--- config.mk ---
export PLATFORM = sky130hd
export DESIGN_NAME = tt_codelock
export DESIGN_NICKNAME = d
export VERILOG_FILES = /design/src/rtl/tt_codelock_pkg.sv /design/src/rtl/tt_strobe_sync.sv /design/src/rtl/tt_codelock.sv
export SDC_FILE = /design/constraint.sdc
export NUM_CORES = 1
export LEC_CHECK = 0
export ABC_AREA = 1
export BUFFER_PORTS_ARGS = -buffer_cell sky130_fd_sc_hd__buf_2
export CORE_MARGIN = 2
export CORE_UTILIZATION = 40
export DETAILED_ROUTE_END_ITERATION = 10
export GPL_TIMING_DRIVEN = 0
export HOLD_SLACK_MARGIN = 0.12
export PLACE_DENSITY = 0.67
export SLEW_MARGIN = 20
export SYNTH_ARGS = -nofsm -noshare
export SYNTH_HDL_FRONTEND = slang
export SYNTH_HIERARCHICAL = 1
export SYNTH_SLANG_ARGS = --single-unit
export TNS_END_PERCENT = 5
--- constraint.sdc ---
create_clock -name clk -period 4.3 [get_ports clk]
set_clock_uncertainty 0.05 [all_clocks]
set_input_delay 0.43 -clock clk [delete_from_list [all_inputs] [get_ports clk]]
set_output_delay 0.43 -clock clk [all_outputs]
set_load 0.01 [all_outputs]
--- src/rtl/tt_codelock_pkg.sv ---
// Shared types and constants for the digit-entry combination lock.
// The helper below sizes the shared OPEN/LOCKOUT countdown timer.
package tt_codelock_pkg;

  typedef enum logic [1:0] {
    ST_IDLE    = 2'd0,
    ST_ENTRY   = 2'd1,
    ST_OPEN    = 2'd2,
    ST_LOCKOUT = 2'd3
  } state_t;

  localparam logic [3:0] CANCEL_DIGIT = 4'hF;

  function automatic int max_int(input int a, input int b);
    return (a > b) ? a : b;
  endfunction

endpackage

--- src/rtl/tt_strobe_sync.sv ---
// Two-flop synchroniser for an asynchronous strobe, plus a history flop
// so that each rising edge yields exactly one single-cycle pulse.
module tt_strobe_sync (
  input  logic clk,
  input  logic rst,
  input  logic async_in,
  output logic pulse
);

  logic r_s1;
  logic r_s2;
  logic r_s3;

  always_ff @(posedge clk) begin
    if (rst) begin
      r_s1 <= 1'b0;
      r_s2 <= 1'b0;
      r_s3 <= 1'b0;
    end else begin
      r_s1 <= async_in;
      r_s2 <= r_s1;
      r_s3 <= r_s2;
    end
  end

  assign pulse = r_s2 & ~r_s3;

endmodule

--- src/rtl/tt_codelock.sv ---
// Combination lock: counts synchronised digit strobes, compares them with
// CODE and drives timed unlock / lockout windows and a one-cycle fail pulse.
module tt_codelock
  import tt_codelock_pkg::*;
#(
  parameter int                    CODE_LEN       = 4,
  parameter logic [4*CODE_LEN-1:0] CODE           = 16'h1234,
  parameter int                    MAX_FAILS      = 3,
  parameter int                    UNLOCK_CYCLES  = 500,
  parameter int                    LOCKOUT_CYCLES = 1000
) (
  input  logic                             clk,
  input  logic                             rst,
  input  logic                             sample,
  input  logic [3:0]                       samplednum,
  output logic                             unlocked,
  output logic                             locked_out,
  output logic                             fail,
  output logic [$clog2(CODE_LEN+1)-1:0]    digit_count,
  output logic [$clog2(MAX_FAILS+1)-1:0]   fail_count
);

  localparam int DC_W  = $clog2(CODE_LEN + 1);
  localparam int FC_W  = $clog2(MAX_FAILS + 1);
  localparam int TW    = $clog2(max_int(UNLOCK_CYCLES, LOCKOUT_CYCLES) + 1);
  localparam int NIB_N = 2 ** DC_W;

  logic            w_strobe;
  logic [3:0]      w_code_nib [NIB_N];
  logic            w_digit_bad;
  logic [DC_W-1:0] w_dc_inc;
  logic [FC_W-1:0] w_fc_inc;

  state_t          r_state;
  logic [DC_W-1:0] r_digit_count;
  logic            r_mismatch;
  logic [FC_W-1:0] r_fail_count;
  logic [TW-1:0]   r_timer;
  logic            r_fail;

  state_t          w_state_next;
  logic [DC_W-1:0] w_dc_next;
  logic            w_mm_next;
  logic [FC_W-1:0] w_fc_next;
  logic [TW-1:0]   w_timer_next;
  logic            w_fail_next;

  tt_strobe_sync u_sync (
    .clk      (clk),
    .rst      (rst),
    .async_in (sample),
    .pulse    (w_strobe)
  );

  // Expected digit table indexed by digit_count; first digit is the top nibble.
  // Padding entries are never addressed because digit_count < CODE_LEN in ENTRY.
  genvar gi;
  generate
    for (gi = 0; gi < NIB_N; gi++) begin : g_nib
      if (gi < CODE_LEN) begin : g_code
        assign w_code_nib[gi] = CODE[4*(CODE_LEN-1-gi) +: 4];
      end else begin : g_pad
        assign w_code_nib[gi] = 4'h0;
      end
    end
  endgenerate

  assign w_digit_bad = (samplednum != w_code_nib[r_digit_count]);
  assign w_dc_inc    = r_digit_count + DC_W'(1);
  assign w_fc_inc    = r_fail_count + FC_W'(1);

  always_ff @(posedge clk) begin
    if (rst) begin
      r_state       <= ST_IDLE;
      r_digit_count <= '0;
      r_mismatch    <= 1'b0;
      r_fail_count  <= '0;
      r_timer       <= '0;
      r_fail        <= 1'b0;
    end else begin
      r_state       <= w_state_next;
      r_digit_count <= w_dc_next;
      r_mismatch    <= w_mm_next;
      r_fail_count  <= w_fc_next;
      r_timer       <= w_timer_next;
      r_fail        <= w_fail_next;
    end
  end

  always_comb begin
    w_state_next = r_state;
    w_dc_next    = r_digit_count;
    w_mm_next    = r_mismatch;
    w_fc_next    = r_fail_count;
    w_timer_next = r_timer;
    w_fail_next  = 1'b0;

    case (r_state)
      // IDLE and ENTRY share digit handling: IDLE always has digit_count 0.
      ST_IDLE, ST_ENTRY: begin
        if (w_strobe) begin
          if (samplednum == CANCEL_DIGIT) begin
            w_state_next = ST_IDLE;
            w_dc_next    = '0;
            w_mm_next    = 1'b0;
          end else if (w_dc_inc == DC_W'(CODE_LEN)) begin
            w_dc_next = '0;
            w_mm_next = 1'b0;
            if (!(r_mismatch | w_digit_bad)) begin
              w_state_next = ST_OPEN;
              w_timer_next = TW'(UNLOCK_CYCLES);
              w_fc_next    = '0;
            end else begin
              w_fail_next = 1'b1;
              w_fc_next   = w_fc_inc;
              if (w_fc_inc == FC_W'(MAX_FAILS)) begin
                w_state_next = ST_LOCKOUT;
                w_timer_next = TW'(LOCKOUT_CYCLES);
              end else begin
                w_state_next = ST_IDLE;
              end
            end
          end else begin
            w_state_next = ST_ENTRY;
            w_dc_next    = w_dc_inc;
            w_mm_next    = r_mismatch | w_digit_bad;
          end
        end
      end

      ST_OPEN, ST_LOCKOUT: begin
        w_timer_next = r_timer - TW'(1);
        if (r_timer == TW'(1)) begin
          w_state_next = ST_IDLE;
          if (r_state == ST_LOCKOUT) begin
            w_fc_next = '0;
          end
        end
      end

      default: begin
        w_state_next = ST_IDLE;
      end
    endcase
  end

  assign unlocked    = (r_state == ST_OPEN);
  assign locked_out  = (r_state == ST_LOCKOUT);
  assign fail        = r_fail;
  assign digit_count = r_digit_count;
  assign fail_count  = r_fail_count;

endmodule

==> metrics.cfg <==
[critical_path]
cp_max_fo = 10
critPathLaunchType = register
crit_required_ns = 3.82
reg2reg_depth = 12
cp-end-kind = primary output
worstPathArrival_ns = 1.48
path_class = reg -> out

[clock_tree]
clockRootBuffer = clkbuf_4
cts.sinks = 22
cts_tree = built
cts_max_level = 1
insertion_delay_ns = 0.31
numCtsBuffers = 3
clockBufferDepth = 2
postCtsHoldBufs = 0
postCtsSetupBuffers = 0
path_clk_slew_ns = 0.13
cts_resized = 0

[global_route]
grt_max_degree = 14
grt_pass1_wl_mm = 4.395
antenna_found_initial = 0
grt_pass1_vias = 995
grt_overflow_total = 0
grt_usage_pct = 15.88

[floorplanning]
start_util_pct = 41.72
num_io_pins = 15
core_um2 = 3053
die_w_um = 60.43
fp.dieH_um = 60.43
die_area_um2 = 3652
core.rowCount = 20

[finish]
drive_gt1_share_pct = 17.16
final_cell_area_um2 = 1451
area_delta_synth_final_pct = 13.95
final_cell_mix = inv_1 (35), nand2_1 (27), nand3_1 (25), dfxtp_1 (22), nor2_1 (18)
fin_cells = 248
final_common_cell = inv_1
final_core_util_pct = 47.54
diodes = 0
num-nets-final = 218

[synthesis]
yosysSeqAreaShare_pct = 34.58
synth_edf_count = 0
synth_nets = 199
synth_area_per_cell_um2 = 6.848
synth-seq-cells = 22
netlist_area_um2 = 1274
yosysUniqueCellTypes = 27
async_flop_share_pct = 0
ys_warn_count = 6
syn_inst = 186
ys.flop_type = dfxtp_1

[drt]
drt_first_pass_iters = 4
post_drt_via_cell_ratio = 4.585
routed_wl_mm = 2.494
num_vias = 1137
drtIter0Drc = 82
final_antenna_net_count = 0
drc = 0
wl_per_cell_um = 10.06

[sta]
rsz0062_at_grt = false
final_max_slew_viol_count = 0
max_slew_margin_pct = 70.51
finalCritPeriodShare_pct = 45.67
tightest_slew_ns = 0.4423
max_freq_ghz = 0.5092
fin_tns_setup_ns = 0
min_period_ns = 1.964
setup_violations = 0
finalHoldViolCount = 0

[worst_hold_path]
hold-path-cell-count = 3
holdCritPathClass = in -> reg

[placed_design]
placed_cells = 244
place.gp.congestion = 0.8181
dpl.hpwl_mm = 1.928
port_buffers = 14
placed_area_um2 = 1399

[flow_run]
maxCapViolCount = 0

[power]
p_leak_nw = 0.7731
ir_worst_vdd_mv = 0.08410
power_density_nw_per_um2 = 270.2

[status]
status = completed

==> registers in the layout (all words and copies together) (netlist names) <==
name	cells
u_sync/r_s2	1
r_timer	10
u_sync/r_s1	1
u_sync/r_s3	1
fail_count	2
fail	1
r_state	2
r_mismatch	1
digit_count	3
==> where the power goes <==
| group | internal, mW | total (mW) | switching, mW |
|---|---|---|---|
| combinational | 0.00865 | 0.0240 | 0.0153 |
| clock | 0.0941 | 0.160 | 0.0661 |
| sequential | 0.207 | 0.208 | 0.00151 |
| total | 0.309 | 0.392 | 0.0829 |
==> Yosys cell counts, types with 3 or more instances <==
master	count	area [µm²]
a21oi_1	14	70.07
nor3_1	3	15.01
inv_1	35	131.4
o21ai_0	8	40.04
inv_2	3	11.26
nand2_1	27	101.4
o21ai_1	3	15.01
dfxtp_1	22	440.4
nor2_1	18	67.56
nor2_2	3	18.77
nor2_4	3	33.78
ha_1	6	75.07
nand3_1	25	125.1
==> cell type report <==
class | count | area, µm²
Fill cell | 332 | 1602
Multi-Input combinational cell | 123 | 670.6
Sequential cell | 22 | 440.4
Inverter | 38 | 142.6
Timing Repair Buffer | 14 | 70.07
Tap cell | 44 | 55.05
Clock inverter | 1 | 30.03
Clock buffer | 3 | 22.52
Buffer | 3 | 20.02
==> final timing paths <==
path	start	to	slack, ns
worst max-delay path	r_state[1]$_SDFFE_PP0P_	unlocked	2.34
worst min-delay path	sample	u_sync/r_s1$_SDFF_PP0_	0.26
worst max register to register	digit_count[0]$_SDFFE_PP0P_	r_timer[9]$_SDFFE_PP0P_	2.57
worst min register to register	u_sync/r_s1$_SDFF_PP0_	u_sync/r_s2$_SDFF_PP0_	0.36
==> routing by layer <==
layer | up-vias | global-route usage [%] | wire length, µm
met5 | - | 0 | 0
met4 | 0 | 5.590 | 25
met3 | 2 | 1.919 | 82
met2 | 16 | 24.07 | 1050
met1 | 491 | 23.28 | 1336
li1 | 628 | - | -
==> through the flow <==
stage / hold slack, ns / setup WS, ns / total power, mW
2_1_floorplan: 0.3383 / 2.702 / 0.2286
5_1_grt: 0.2787 / 2.236 / 0.4130
6_report: 0.2626 / 2.336 / 0.3922
4_1_cts: 0.2514 / 2.332 / 0.3967
3_3_place_gp: 0.3393 / 2.604 / 0.2366
3_5_place_dp: 0.3468 / 2.598 / 0.2367
==> kinds of logic after synthesis <==
logic type,count (synthesis),synth area share (%)
AO/OA/AOI/OAI,30,12.67
AND/OR/NAND/NOR,87,34.09
flip-flops,22,34.58
adder cells (fa/ha/maj),6,5.894
buffers and inverters,41,12.77
==> critical path, stage by stage (launching register included) <==
cell and delay (ns):
dfxtp_1 0.33, buf_6 0.14, inv_1 0.21, buf_2 0.29
nor2_1 0.07, buf_2 0.14
Note: power is estimated with default switching activity, not from simulation.
